## src/rtl/ref_clk_gen.sv

```systemverilog
// Programmable integer divider producing a free-running flop-driven reference clock plus per-period tick.
// Latency: clk_o/tick_o rise one edge after en_i is sampled high; ratio ack one cycle after the boundary. No backpressure.
module ref_clk_gen #(
  parameter int DIV_WIDTH   = 16,
  parameter int DEFAULT_DIV = 3052
) (
  input  logic                 clk_i,
  input  logic                 rst_ni,
  input  logic                 en_i,
  input  logic [DIV_WIDTH-1:0] div_i,
  input  logic                 div_valid_i,
  output logic                 div_ack_o,
  output logic                 clk_o,
  output logic                 tick_o
);

  typedef enum logic {IDLE, RUN} state_t;

  localparam logic [DIV_WIDTH-1:0] ONE   = DIV_WIDTH'(1);
  localparam logic [DIV_WIDTH-1:0] TWO   = DIV_WIDTH'(2);
  localparam logic [DIV_WIDTH-1:0] DEF   = DIV_WIDTH'(DEFAULT_DIV);
  localparam logic [DIV_WIDTH:0]   ONE_W = (DIV_WIDTH+1)'(1);

  state_t               state_q, state_d;
  logic [DIV_WIDTH-1:0] cnt_q, cnt_d;
  logic [DIV_WIDTH-1:0] div_q, div_d;
  logic [DIV_WIDTH-1:0] pdiv_q, pdiv_d;
  logic                 pend_q, pend_d;
  logic                 clk_q, clk_d;
  logic                 tick_q, tick_d;
  logic                 ack_q, ack_d;

  logic                 wrap;
  logic                 xfer;
  logic [DIV_WIDTH-1:0] n_next;
  logic [DIV_WIDTH-1:0] cnt_inc;
  logic [DIV_WIDTH:0]   h_next;

  // A pending ratio only lands on a period boundary (or straight away while idle),
  // so the high/low split of a running period never changes mid-flight.
  assign wrap    = (state_q == RUN) && (cnt_q == div_q - ONE);
  assign xfer    = pend_q && ((state_q == IDLE) || wrap);
  assign n_next  = xfer ? ((pdiv_q < TWO) ? TWO : pdiv_q) : div_q;
  assign h_next  = ({1'b0, n_next} + ONE_W) >> 1;
  assign cnt_inc = cnt_q + ONE;

  always_comb begin
    state_d = state_q;
    cnt_d   = cnt_q;
    div_d   = div_q;
    pdiv_d  = pdiv_q;
    pend_d  = pend_q;
    clk_d   = clk_q;
    tick_d  = 1'b0;
    ack_d   = 1'b0;

    if (xfer) begin
      div_d  = n_next;
      pend_d = 1'b0;
      ack_d  = 1'b1;
    end
    // A request arriving on a transfer edge stays pending for the next boundary.
    if (div_valid_i) begin
      pdiv_d = div_i;
      pend_d = 1'b1;
    end

    case (state_q)
      IDLE: begin
        cnt_d = '0;
        if (en_i) begin
          state_d = RUN;
          clk_d   = 1'b1;
          tick_d  = 1'b1;
        end else begin
          clk_d   = 1'b0;
        end
      end
      RUN: begin
        if (wrap) begin
          cnt_d = '0;
          if (en_i) begin
            clk_d  = 1'b1;
            tick_d = 1'b1;
          end else begin
            state_d = IDLE;
            clk_d   = 1'b0;
          end
        end else begin
          cnt_d = cnt_inc;
          clk_d = ({1'b0, cnt_inc} < h_next);
        end
      end
      default: begin
        state_d = IDLE;
        cnt_d   = '0;
        clk_d   = 1'b0;
      end
    endcase
  end

  always_ff @(posedge clk_i or negedge rst_ni) begin
    if (!rst_ni) begin
      state_q <= IDLE;
      cnt_q   <= '0;
      div_q   <= DEF;
      pdiv_q  <= '0;
      pend_q  <= 1'b0;
      clk_q   <= 1'b0;
      tick_q  <= 1'b0;
      ack_q   <= 1'b0;
    end else begin
      state_q <= state_d;
      cnt_q   <= cnt_d;
      div_q   <= div_d;
      pdiv_q  <= pdiv_d;
      pend_q  <= pend_d;
      clk_q   <= clk_d;
      tick_q  <= tick_d;
      ack_q   <= ack_d;
    end
  end

  assign clk_o     = clk_q;
  assign tick_o    = tick_q;
  assign div_ack_o = ack_q;

endmodule

```

## config.mk

```make
export PLATFORM = sky130hd
export DESIGN_NAME = ref_clk_gen
export DESIGN_NICKNAME = d
export VERILOG_FILES = /design/src/rtl/ref_clk_gen.sv
export SDC_FILE = /design/constraint.sdc
export NUM_CORES = 1
export LEC_CHECK = 0
export ABC_CLOCK_PERIOD_IN_PS = 14100
export CORE_MARGIN = 1.5
export CORE_UTILIZATION = 59
export DETAILED_ROUTE_END_ITERATION = 16
export PLACE_DENSITY = 0.79
export SYNTH_ARGS = -nofsm -noshare
export SYNTH_HDL_FRONTEND = slang
export SYNTH_SLANG_ARGS = --single-unit
```

## constraint.sdc

```tcl
create_clock -name clk_i -period 14.1 [get_ports clk_i]
set_clock_uncertainty 0.05 [all_clocks]
set_input_delay 1.41 -clock clk_i [delete_from_list [all_inputs] [get_ports clk_i]]
set_output_delay 1.41 -clock clk_i [all_outputs]
set_load 0.05 [all_outputs]
```

Word-level counts from Yosys, hierarchy flattened --
Cells that the tools add are included.
Operators by class: add/sub/neg operators 3, magnitude comparators 2, equal/unequal tests 1, mux-type cells 14, bitwise gates (word level) 1, reduce and logical (&&, ||, !) cells 4
Operators by type and width (number):
- $mux 16 | 3
- $pmux 16 s2 | 1
- $add 16x1->17 const B | 1
- $add 16x1->16 const B | 1
- $eq 16x16->1 | 1
- $lt 16x16->1 | 1
- $lt 16x2->1 const B | 1
- $sub 16x1->16 const B | 1
- $mux 1 | 7
- $pmux 1 s2 | 3
- $logic_and 1x1->1 | 2
- $reduce_bool 2->1 | 1
- $logic_or 1x1->1 | 1
- $not 1->1 | 1
Storage, ports and cells: flip-flop bits (word level) 53, input port bits 20, output and inout port bits 3

Depth between registers and ports, before layout --
word-level depth 10, depth in mapped cells 26, gate-level depth less buffers 23

Worst setup path after synthesis --
No wires, ideal clock.
kind register -> register, start point register div_q[0], end point register clk_q, in the netlist clk_o, library setup time 0.095 ns, arrival time 5.085 ns, data required time 13.955 ns, slack 8.869 ns, cell stages (with the launch flop) 27, path buffers 3, path through dfrtp_1 -> buf_2 -> inv_1 -> ha_1 -> or3b_2 -> nor4_1 -> mux2i_1 -> o22a_1 -> and4bb_1 -> nor2_1 -> buf_2 -> buf_2 -> inv_1 -> a31oi_1 -> ha_1 -> nand2_1 -> nor3_1 -> nand2_1 -> nor3_1 -> a41oi_1 -> xor2_1 -> ha_1 -> a21o_1 -> a21o_1 -> a21oi_1 -> o21ai_0 -> o31ai_1
Between the ends: cells in the longest elaborated chain, start to end 10
Ends and longest elaborated chain:
- start, declared | RTL line 26 | logic [DIV_WIDTH-1:0] div_q, div_d;
- start signal, assigned | RTL line 115 | div_q <= div_d;
- $sub 16x1->16 | RTL line 41 | assign wrap = (state_q == RUN) && (cnt_q == div_q - ONE);
- $eq 16x16->1 | RTL line 41
- $logic_and 1x1->1 | RTL line 41
- $logic_or 1x1->1 | RTL line 42 | assign xfer = pend_q && ((state_q == IDLE) || wrap);
- $logic_and 1x1->1 | RTL line 42
- $mux 16 | RTL line 43 | assign n_next = xfer ? ((pdiv_q < TWO) ? TWO : pdiv_q) : div_q;
- via n_next[1] | RTL line 35 | logic [DIV_WIDTH-1:0] n_next;
- $add 16x1->17 | RTL line 44 | assign h_next = ({1'b0, n_next} + ONE_W) >> 1;
- $lt 16x16->1 | RTL line 91 | clk_d = ({1'b0, cnt_inc} < h_next);
- $mux 1 | RTL line 80 | if (wrap) begin
- $pmux 1 s2 | RTL line 68 | case (state_q)
- via clk_d | RTL line 29 | logic clk_q, clk_d;
- end signal, assigned | RTL line 118 | clk_q <= clk_d;
- end, declared | RTL line 29
The timed path passes the listed nets, and every way through them passes these cells. A chain may end at the register's enable or synchronous reset.

Final worst setup path --
Same ends and word-level chain as after synthesis.

==> reports/summary.log <==
INFO  finish         antennaDiodeCount=0
INFO  place          placement.setup.worst_slack=8340ps
INFO  critical_path  cp.buffers_inverters=2
INFO  pwr            switching_power=65.1uW
INFO  floorplan      die_h=82.1um
INFO  critical_path  critPathCaptureType=flip-flop
INFO  clock_network  cts_hold_buffers=0
INFO  global_route   grt_start_max_net_pins=54
INFO  place          place.detailed.hpwl=6.07mm
INFO  sta            fin_crit_share=41.8%
INFO  global_route   grt_usage=26.2%
INFO  critical_path  r2r_setup_slack=8210ps
INFO  clock_network  clock_tree.htree_level_count=2
INFO  pwr            cellLeakagePower=1.82nW
INFO  hold_path      worst_hold_startpoint=pdiv_q[11]
INFO  critical_path  worst_path_largest_cell_delay=540ps
INFO  pwr            internal_power_contribution=207uW
INFO  pwr            seqPwrFrac=59.8%
INFO  global_route   via_count_of_the_first_global_routing_pass=2779
INFO  global_route   initial_antenna_violation_count=0
INFO  yosys          flops_latches_synth=53
INFO  sta            tightest_slew=863ps
INFO  critical_path  rr_startpoint=div_q[0]
INFO  yosys          ys.warnings.count=0
INFO  clock_network  clk_pin_slew=100ps
INFO  sta            grt_setup_unrepaired=false
INFO  run_status     result_of_the_run=finished clean
INFO  yosys          netlist-cell-type-count=52
INFO  yosys          average_size_of_a_mapped_cell=9.61um2
INFO  floorplan      core_area=5990um2
INFO  critical_path  cpMostUsedCell=ha_1
INFO  route          via_per_inst=6.32
INFO  hold_path      timing.hold.worst_path_depth=1
INFO  pwr            switching_share=23.9%
INFO  floorplan      design.die.area=6740um2
INFO  finish         final_nets=429
INFO  finish         post_layout_nonfiller_instances=467
INFO  global_route   globalRouteOverflowTotal=0
INFO  sta            final_report_max_slew_violation_count=0
INFO  sta            minimum_period_implied_by_the_final_worst_setup_slack=5890ps
INFO  floorplan      die_w=82.1um
INFO  route          detailedRoute.firstPassIterationCount=5
INFO  critical_path  crit_arrival=6060ps
INFO  pwr            pwr_density_cell=67.7nW/um2
INFO  clock_network  cts_root_buf=clkbuf_8
INFO  place          placed_instances=459
INFO  floorplan      starting_density_of_the_core=61.6%
INFO  clock_network  cts_setup_buffers=0
INFO  clock_network  post_cts_resize_count=0
INFO  sta            setup-tns-final=0ps
INFO  sta            setup_viol_count_final=0
INFO  critical_path  critPathRequiredTime=14270ps
INFO  pwr            power_frac_clock=33.9%
INFO  job            max_cap_viol_count=0
INFO  route          drcViolationCount=0
INFO  route          num_vias=2952
INFO  critical_path  peak_fanout_along_the_critical_path=13
INFO  critical_path  timing.setup.critical_path_class=reg -> reg
INFO  yosys          post_synth_inst_count=384
INFO  clock_network  insertion_delay=310ps
INFO  yosys          syn-cell-area=3690um2
INFO  yosys          synthArstFlopShare=100%
INFO  place          place.gp.congestion=0.945
INFO  yosys          mappedNetlistNets=422
INFO  route          antenna_left=0
INFO  floorplan      rows=28
INFO  route          routed_wl=7.99mm
INFO  critical_path  crit-reg2reg-capture=clk_o
INFO  route          dr.first_iter.drc_count=190
INFO  clock_network  cts-buffers-inserted=5
INFO  sta            maxSlewHeadroom=42.0%
INFO  critical_path  slowest_stage=nor2_2
INFO  finish         area_growth=8.96%
INFO  sta            fmaxAchievable=170MHz
INFO  yosys          synth-main-ff-cell=dfrtp_1
INFO  pwr            comb_power_share=6.3%
INFO  critical_path  start_kind=flip-flop
INFO  critical_path  critical_path.top_delay_family=simple AND/OR/NAND/NOR gates
INFO  floorplan      io_pins=23
INFO  clock_network  clk_path_buf_depth=2
INFO  critical_path  critical_path.cell_chain=inv_1 -> ha_1 -> or3b_2 -> nor4_1 -> mux2i_1 -> o22a_1 -> and4bb_1 -> nor2_2 -> inv_1 -> a31oi_1 -> ha_1 -> nand2_1 -> nor3_1 -> nand2_1 -> nor3_1 -> a41oi_1 -> xor2_1 -> ha_1 -> a21o_1 -> a21o_1 -> a21oi_1 -> o21ai_0 -> o31ai_1
INFO  finish         fraction_of_layout_instances_using_a_drive_strength_above_1=13.5%
INFO  yosys          synth_edf_count=0
INFO  global_route   wire_length_of_the_first_global_routing_pass=13.3mm
INFO  clock_network  cts_tree=yes
INFO  sta            setup_ws=8210ps
INFO  hold_path      holdPathEnd=pdiv_q[11]
INFO  route          wl_per_cell=17.1um
INFO  sta            finalHoldViolCount=0
INFO  place          port-buffer-count=22
INFO  critical_path  number_of_cells_traversed_by_the_worst_register_to_register_path=23
INFO  yosys          synth-seq-area-share=36.2%
INFO  clock_network  cts.sinks=53
INFO  pwr            vdd.ir_drop.worst=0.0000542V
INFO  hold_path      min-delay-path-class=reg -> reg
## logic make-up (layout without fill, tap and decap cells)
family,after synthesis,count (layout),synth area share (%)
simple gates,137,137,20.4
compound gates,56,56,10.4
flops,53,53,36.2
xor+xnor,48,48,11.4
buf+inv,37,45,4.17
mux,35,35,11.3
fa+ha+maj,18,18,6.11
## final cells by class
cell class / instances / area [um2]
sequential: 53 / 1340
clock inverter: 2 / 17.5
fill: 472 / 1970
inverter: 12 / 45.0
clock buffer: 6 / 82.6
timing repair buffer: 25 / 238
multi-input combinational: 294 / 2210
tap: 75 / 93.8
## routing by layer
| layer | track usage (%) | vias up | wire, um | share of wire [%] |
|---|---|---|---|---|
| li1 | - | 1403 | - | - |
| met1 | 35.9 | 1411 | 3680 | 46 |
| met2 | 42.7 | 113 | 3720 | 47 |
| met3 | 3.22 | 25 | 370 | 4.6 |
| met4 | 8.64 | 0 | 209 | 2.6 |
| met5 | 0 | - | 0 | 0 |
## cell usage in the layout (no fill, tap or decap), drive strengths merged, types with 6 or more instances in the layout
| master | synthesis | layout |
|---|---|---|
| nand4 | 13 | 13 |
| a21oi | 6 | 6 |
| mux2 | 27 | 27 |
| mux2i | 8 | 8 |
| nor3 | 11 | 11 |
| nor2b | 18 | 18 |
| nor2 | 21 | 21 |
| xor2 | 15 | 15 |
| xnor2 | 33 | 33 |
| dfrtp | 45 | 45 |
| inv | 12 | 13 |
| nor4 | 10 | 10 |
| clkdlybuf4s50 | 0 | 21 |
| and3 | 6 | 6 |
| nand3 | 17 | 17 |
| nand2 | 23 | 23 |
| clkbuf | 18 | 6 |
| o21ai | 13 | 13 |
| dfstp | 8 | 8 |
| ha | 18 | 18 |
## registers in the layout (all words and copies together), names as in the netlist
name / count
cnt_q: 16
div_q: 16
pdiv_q: 16
clk_o: 1
div_ack_o: 1
pend_q: 1
state_q: 1
tick_o: 1
## power by group through the flow
stage | clock network (mW) | logic (mW) | registers, mW
finish | 0.0923 | 0.0172 | 0.163
global route | 0.100 | 0.0192 | 0.164
CTS | 0.0959 | 0.0175 | 0.163
detailed placement | 0 | 0.0175 | 0.165
global placement | 0 | 0.0170 | 0.165
floorplan | 0 | 0.00848 | 0.163
## how the worst max path moves through the flow
stage,startpoint,end,cells past startpoint
finish,div_q[0],clk_o,23
detailed placement,div_q[0],clk_o,23
global placement,div_q[0],clk_o,23
global route,div_q[0],clk_o,23
floorplan,div_q[0],clk_o,26
CTS,div_q[0],clk_o,23
## per-stage QoR
step	power, mW	instance area (um2)	utilization (%)	hold slack (ps)
global placement	0.182	3920	65.4	497
finish	0.272	4020	67.1	524
CTS	0.276	4020	67.1	524
floorplan	0.172	3690	-	454
global route	0.283	4020	67.1	548
detailed placement	0.183	3920	65.4	504
## cell usage after synthesis, types with 8 or more instances
cell	number	share of area [%]
clkbuf_1	18	1.8
dfrtp_1	45	31
dfstp_2	8	5.7
ha_1	18	6.1
inv_1	12	1.2
mux2_2	18	5.5
mux2_4	9	3.7
mux2i_1	8	2.2
nand2_1	23	2.3
nand3_1	17	2.3
nand4_1	13	2.2
nor2_1	21	2.1
nor2b_1	18	3.1
nor3_1	11	1.5
nor4_1	9	1.5
o21ai_0	12	1.6
xnor2_1	33	7.8
xor2_1	15	3.6
Note: power is estimated with default switching activity, not from simulation.
